File: src/rtl/om_port_sched.sv
// om_port_sched: owner of the single-port output memory (OM).
// Each cycle it chooses the source driving the OM pins: the OutputStage,
// the WBuffer (clear and store bursts) or the host readback port. It also
// generates back-pressure (STALL_om) and the mux select (OMSRC).
// Optional build macro: OM_COLLISION_CHK_EN adds a sticky COLLISION_ERR output.
module om_port_sched #(
  parameter int AW         = 4,
  parameter int DW         = 64,
  parameter int STARVE_MAX = 8
) (
  input  logic          CLK,
  input  logic          RST,
  input  logic          INIT_DONE,
  input  logic          LOAD_DONE,
  input  logic          STORE_DONE,
  input  logic [AW-1:0] ODST_wb,
  input  logic          EN_wb,
  input  logic [DW-1:0] WData_wb,
  input  logic [AW-1:0] ODST_om,
  input  logic          OMWrite_om,
  input  logic [DW-1:0] OData_om,
  output logic          STALL_om,
  output logic          OMSRC,
  input  logic          HRD_REQ,
  input  logic [AW-1:0] HRD_ADDR,
  output logic          HRD_ACK,
  output logic          HRD_VALID,
  output logic [DW-1:0] HRD_DATA,
  output logic [AW-1:0] OM_ADDR,
  output logic          OM_WE,
  output logic [DW-1:0] OM_WDATA,
  output logic          OM_RE,
  input  logic [DW-1:0] OM_RDATA
`ifdef OM_COLLISION_CHK_EN
  ,
  output logic          COLLISION_ERR
`endif
);

  localparam int CW = (STARVE_MAX > 2) ? $clog2(STARVE_MAX) : 1;
  localparam logic [CW-1:0] C_SAT = CW'(STARVE_MAX - 1);

  typedef enum logic [1:0] {S_INIT, S_NORM, S_SWITCH, S_WB} state_t;

  state_t        r_state;
  state_t        w_state_nxt;
  logic [CW-1:0] r_starve;
  logic          r_hrd_vld_p1;
  logic          w_forced;

  // A waiting host read has reached its patience limit and takes the slot.
  assign w_forced = (r_starve == C_SAT) && HRD_REQ;

  // State register.
  always_ff @(posedge CLK) begin
    if (RST) r_state <= S_INIT;
    else     r_state <= w_state_nxt;
  end

  // Next state and per-cycle OM pin arbitration.
  always_comb begin
    w_state_nxt = r_state;
    OMSRC       = 1'b0;
    STALL_om    = 1'b0;
    HRD_ACK     = 1'b0;
    OM_ADDR     = '0;
    OM_WE       = 1'b0;
    OM_WDATA    = '0;
    OM_RE       = 1'b0;
    case (r_state)
      S_INIT: begin
        OMSRC    = 1'b1;
        STALL_om = 1'b1;
        OM_ADDR  = ODST_wb;
        OM_WE    = EN_wb;
        OM_WDATA = WData_wb;
        if (INIT_DONE) w_state_nxt = S_NORM;
      end
      S_NORM: begin
        if (LOAD_DONE) begin
          // Hand-over cycle: OM stays idle, OutputStage is held off.
          STALL_om    = 1'b1;
          w_state_nxt = S_SWITCH;
        end else if (w_forced) begin
          STALL_om = 1'b1;
          OM_RE    = 1'b1;
          HRD_ACK  = 1'b1;
          OM_ADDR  = HRD_ADDR;
        end else if (OMWrite_om) begin
          OM_WE    = 1'b1;
          OM_ADDR  = ODST_om;
          OM_WDATA = OData_om;
        end else if (HRD_REQ) begin
          OM_RE    = 1'b1;
          HRD_ACK  = 1'b1;
          OM_ADDR  = HRD_ADDR;
        end
      end
      S_SWITCH: begin
        OMSRC       = 1'b1;
        STALL_om    = 1'b1;
        w_state_nxt = S_WB;
      end
      S_WB: begin
        OMSRC    = 1'b1;
        STALL_om = 1'b1;
        OM_ADDR  = ODST_wb;
        OM_WE    = EN_wb;
        OM_WDATA = WData_wb;
        // The STORE_DONE write itself still lands this cycle.
        if (STORE_DONE) w_state_nxt = S_NORM;
      end
      default: w_state_nxt = S_INIT;
    endcase
  end

  // Host starvation counter: counts refused request cycles, saturating.
  always_ff @(posedge CLK) begin
    if (RST) begin
      r_starve <= '0;
    end else if (!HRD_REQ || HRD_ACK) begin
      r_starve <= '0;
    end else if ((r_state != S_INIT) && (r_starve != C_SAT)) begin
      r_starve <= r_starve + 1'b1;
    end
  end

  // Read return: valid one cycle after the grant, aligned with OM_RDATA.
  always_ff @(posedge CLK) begin
    if (RST) r_hrd_vld_p1 <= 1'b0;
    else     r_hrd_vld_p1 <= HRD_ACK;
  end

  assign HRD_VALID = r_hrd_vld_p1;
  assign HRD_DATA  = r_hrd_vld_p1 ? OM_RDATA : '0;

`ifdef OM_COLLISION_CHK_EN
  logic r_coll;

  // Sticky flag for WBuffer activity arriving while the OM is not handed to it.
  always_ff @(posedge CLK) begin
    if (RST) begin
      r_coll <= 1'b0;
    end else if ((EN_wb && !OMSRC) || (STORE_DONE && (r_state != S_WB))) begin
      r_coll <= 1'b1;
    end
  end

  assign COLLISION_ERR = r_coll;
`endif

endmodule

File: config.mk
export PLATFORM = sky130hd
export DESIGN_NAME = om_port_sched
export DESIGN_NICKNAME = d
export VERILOG_FILES = /design/src/rtl/om_port_sched.sv
export SDC_FILE = /design/constraint.sdc
export NUM_CORES = 1
export LEC_CHECK = 0
export BUFFER_PORTS_ARGS = -buffer_cell sky130_fd_sc_hd__buf_2
export CAP_MARGIN = 20
export CELL_PAD_IN_SITES_DETAIL_PLACEMENT = 0
export CELL_PAD_IN_SITES_GLOBAL_PLACEMENT = 2
export CORE_AREA = 2 2 137 139
export CTS_BUF_LIST = sky130_fd_sc_hd__clkbuf_4
export DETAILED_ROUTE_END_ITERATION = 16
export DIE_AREA = 0 0 139 141
export GPL_ROUTABILITY_DRIVEN = 0
export GPL_TIMING_DRIVEN = 0
export PLACE_DENSITY_LB_ADDON = 0.2
export SLEW_MARGIN = 20
export SYNTH_ARGS = -nofsm -noshare
export SYNTH_HDL_FRONTEND = slang
export SYNTH_SLANG_ARGS = --single-unit
export TNS_END_PERCENT = 5
File: constraint.sdc
create_clock -name CLK -period 1.97 [get_ports CLK]
set_clock_uncertainty 0.05 [all_clocks]
set_input_delay 0.2955 -clock CLK [delete_from_list [all_inputs] [get_ports CLK]]
set_output_delay 0.2955 -clock CLK [all_outputs]
set_load 0.03 [all_outputs]
==> summary.md <==
| Metric | Value |
|---|---|
| DP Cell Count | `791` |
| Synth Register Bits | `6` |
| Largest family of logic cells by synthesized area | `compound AO/OA/AOI/OAI gates` |
| Synth Cell Area | `1580 um^2` |
| Post-DP HPWL | `10600 um` |
| Cells after synthesis | `207` |
| Hold crit path type | `in2reg` |
| Chip height | `141 um` |
| Die area | `19600 um^2` |
| Number of fill cells | `2056` |
| Syn Area/Cell | `7.62 um^2` |
| Layout cells sized above 1 | `0.709` |
| Clock root cell | `clkbuf_4` |
| Delay of the slowest cell on the worst path | `0.33 ns` |
| Slew margin rel. | `0.733` |
| WP data required | `1.62 ns` |
| Die width | `139 um` |
| Crit path max-delay cell type | `dfxtp_2` |
| Setup tns final | `-25.54 ns` |
| Vias in the first global route | `3258` |
| Initial DRC Count | `58` |
| Wire per inst | `15.1 um` |
| Post-synthesis mux area share | `0.0135` |
| Final ANT Viol Nets | `0` |
| Via count | `3149` |
| VDD IR-drop max | `0.629 mV` |
| Initial Util | `0.0863` |
| Post-synthesis compound-gate area fraction | `0.406` |
| Outcome | `finished with violations` |
| DRC violations left | `0` |
| P_leak | `2.62 nW` |
| Fin. Hold Viols | `0` |
| First-pass GRT wire length | `17800 um` |
| Violated checks | `setup timing` |
| Post-Synth Simple-Gate Area | `0.361` |
| Syn_nets | `426` |
| Largest net degree at the start of global routing | `11` |
| Max FO, Critical Path | `6` |
| Fin crit share | `1.21` |
| CP Class | `reg2out` |
| Final worst path period need | `2.38 ns` |
| Port buffer count | `349` |
| Core box area | `18300 um^2` |
| Clk Latency, worst-skew pair | `0.24 ns` |
| Maximum clock frequency | `420 MHz` |
| Power Density | `1120 nW/um^2` |
| CP endpoint kind | `primary output` |
| Post-Synth XOR/XNOR Area | `0.00556` |
| IO Pins | `350` |
| TritonCTS clock tree | `done` |
| Vias per cell | `3.85` |
| Clk sinks | `6` |
| Final nets | `801` |
| Total gr overflow | `0` |
| Initial antenna violation count | `6` |
| Max Cap Violations | `0` |
| Synth Warn # | `0` |
| Clk slew on worst S/H paths | `0.04 ns` |
| Layout Cells excl Fill | `818` |
| Adder-cell share of the synthesized area | `0.0556` |
| Pre-antenna DRT Iters | `6` |
| # rows | `50` |
| Slew Viols, Final | `0` |
| CTS Buffer Depth | `2` |
| Final setup viols | `71` |
| GRT Total Usage | `0.116` |
| H-tree lvl count | `1` |
| Cell Chain, Critical Path | `ha_4, ha_4, and2_4, nor4b_4, buf_6, buf_12, clkbuf_16, a22o_1, buf_6` |
| CP Launch Type | `flip-flop` |
| Critical path arrival | `2.04 ns` |
| Final Util | `0.248` |
| Worst slew pin tran | `0.401 ns` |
| Hold buffer count at CTS | `0` |
| Area delta synth->final | `187%` |
| RSZ-0062 raised after global routing | `yes` |
| Cts bufs inserted | `3` |
| Worst setup margin | `-0.412 ns` |
| Total power | `5.06 mW` |
| Fraction of the yosys area taken by sequential cells | `0.0762` |
| Post-Route WL | `12300 um` |
| Netlist cell types | `27` |
-- cell usage after synthesis --
cell type,number,share of area
o21ai_0,3,0.0095
a221o_1,4,0.025
a22o_1,64,0.36
dfxtp_1,6,0.076
or3_1,1,0.0040
nand2_1,2,0.0048
and2_1,69,0.27
clkbuf_1,9,0.021
buf_6,2,0.014
mux2_2,1,0.0071
buf_2,5,0.016
buf_1,4,0.0095
inv_1,5,0.012
xnor2_1,1,0.0056
ha_1,7,0.056
nor4b_4,1,0.015
a221oi_1,1,0.0056
mux2i_1,1,0.0063
nor2_1,5,0.012
a21oi_1,3,0.0095
nand3b_1,1,0.0048
nand2b_4,1,0.0087
nor2b_1,4,0.016
buf_4,2,0.0095
nor3b_1,1,0.0048
nor4b_1,1,0.0056
nand2b_1,3,0.012
-- flip-flops by register name, summed over array words and instances, names as in the netlist --
register / flops
HRD_VALID: 1
r_starve: 3
r_state: 2
-- metal layers --
layer / global-route usage / share of wire / wire, um
met2: 0.235 / 0.55 / 6790
met4: 0.0330 / 0.0072 / 89
met3: 0.0496 / 0.13 / 1590
met5: 0 / 0.0022 / 27
met1: 0.104 / 0.31 / 3840
-- cells by family after synthesis --
family | count (synthesis)
AOI/OAI and AO/OA | 75
xor gates and xnor gates | 1
adders and majority gates | 7
buffers and inverters | 27
DFF | 6
muxes | 2
and+or+nand+nor | 89
-- critical path, delay by kind of cell, from the launching register on --
family	cells	cell delay [ns]
AND/OR/NAND/NOR	2	0.41
buffers and inverters	4	0.58
flip-flops	1	0.33
AO/OA/AOI/OAI	1	0.15
adder cells (fa/ha/maj)	2	0.32
-- metrics by stage --
stage               instance area [um^2]  setup WS [ns]  hold WS, ns
floorplan                           1620         -0.123        0.317
global placement                    3660          -1.04        0.432
detailed placement                  3670         -0.996        0.427
CTS                                 4430         -0.403        0.250
global route                        4520         -0.483        0.256
finish                              4530         -0.412        0.246
-- power by group --
part / total [mW] / leakage, nW / switching [mW] / internal (mW)
combinational: 4.77 / 2.56 / 2.62 / 2.14
clock: 0.112 / 0.0138 / 0.0435 / 0.0688
sequential: 0.178 / 0.0505 / 0.0290 / 0.149
-- cells in the final DEF (no fill, tap or decap), types with 2 or more instances in the layout --
cell       synthesis  routed
buf_2              5     283
clkbuf_16          0       3
clkbuf_2           0       4
buf_8              0       4
a221o_1            4       4
o21ai_0            3       3
a22o_4             0       3
and2_1            69      68
buf_12             0       3
diode_2            0       4
a22o_1            64      61
nor2_1             5       4
ha_4               0       4
nor4b_4            1       2
clkbuf_1           9       3
dfxtp_2            0       4
clkbuf_4           0       3
buf_6              2      76
nand2_1            2       2
inv_1              5       5
nor2b_1            4       4
ha_1               7       3
dfxtp_1            6       2
buf_4              2      16
nand2b_1           3       3
a21oi_1            3       3
-- path summary, 6_finish.rpt --
check         startpoint           to  slack (ns)  depth (start not counted)
max reg2reg   r_state[0]   r_state[0]        0.27                          4
min                  RST    HRD_VALID        0.25                          2
min reg2reg   r_state[1]   r_state[1]        0.46                          2
max          r_starve[1]  OM_WDATA[2]       -0.41                          9
-- cell type report --
cell class / instances / area, um^2 / share of cell area
well taps: 234 / 293 / 0.0647
repair buffers: 371 / 2450 / 0.541
inverters: 5 / 18.8 / 0.00415
multi-input cells: 174 / 1440 / 0.318
flip-flops and latches: 6 / 125 / 0.0276
plain buffers: 21 / 170 / 0.0376
diodes: 4 / 10.0 / 0.00221
clock buffers: 3 / 22.5 / 0.00498
-- repair_timing --
| action | in CTS | in global routing |
|---|---|---|
| pin swaps | 67 | 10 |
| endpoints found under the setup margin | 129 | 130 |
| cloned | 4 | 3 |
| resized for setup | 184 | 17 |
| buffers inserted | 15 | 1 |
Power figures use the tool's default switching activity.
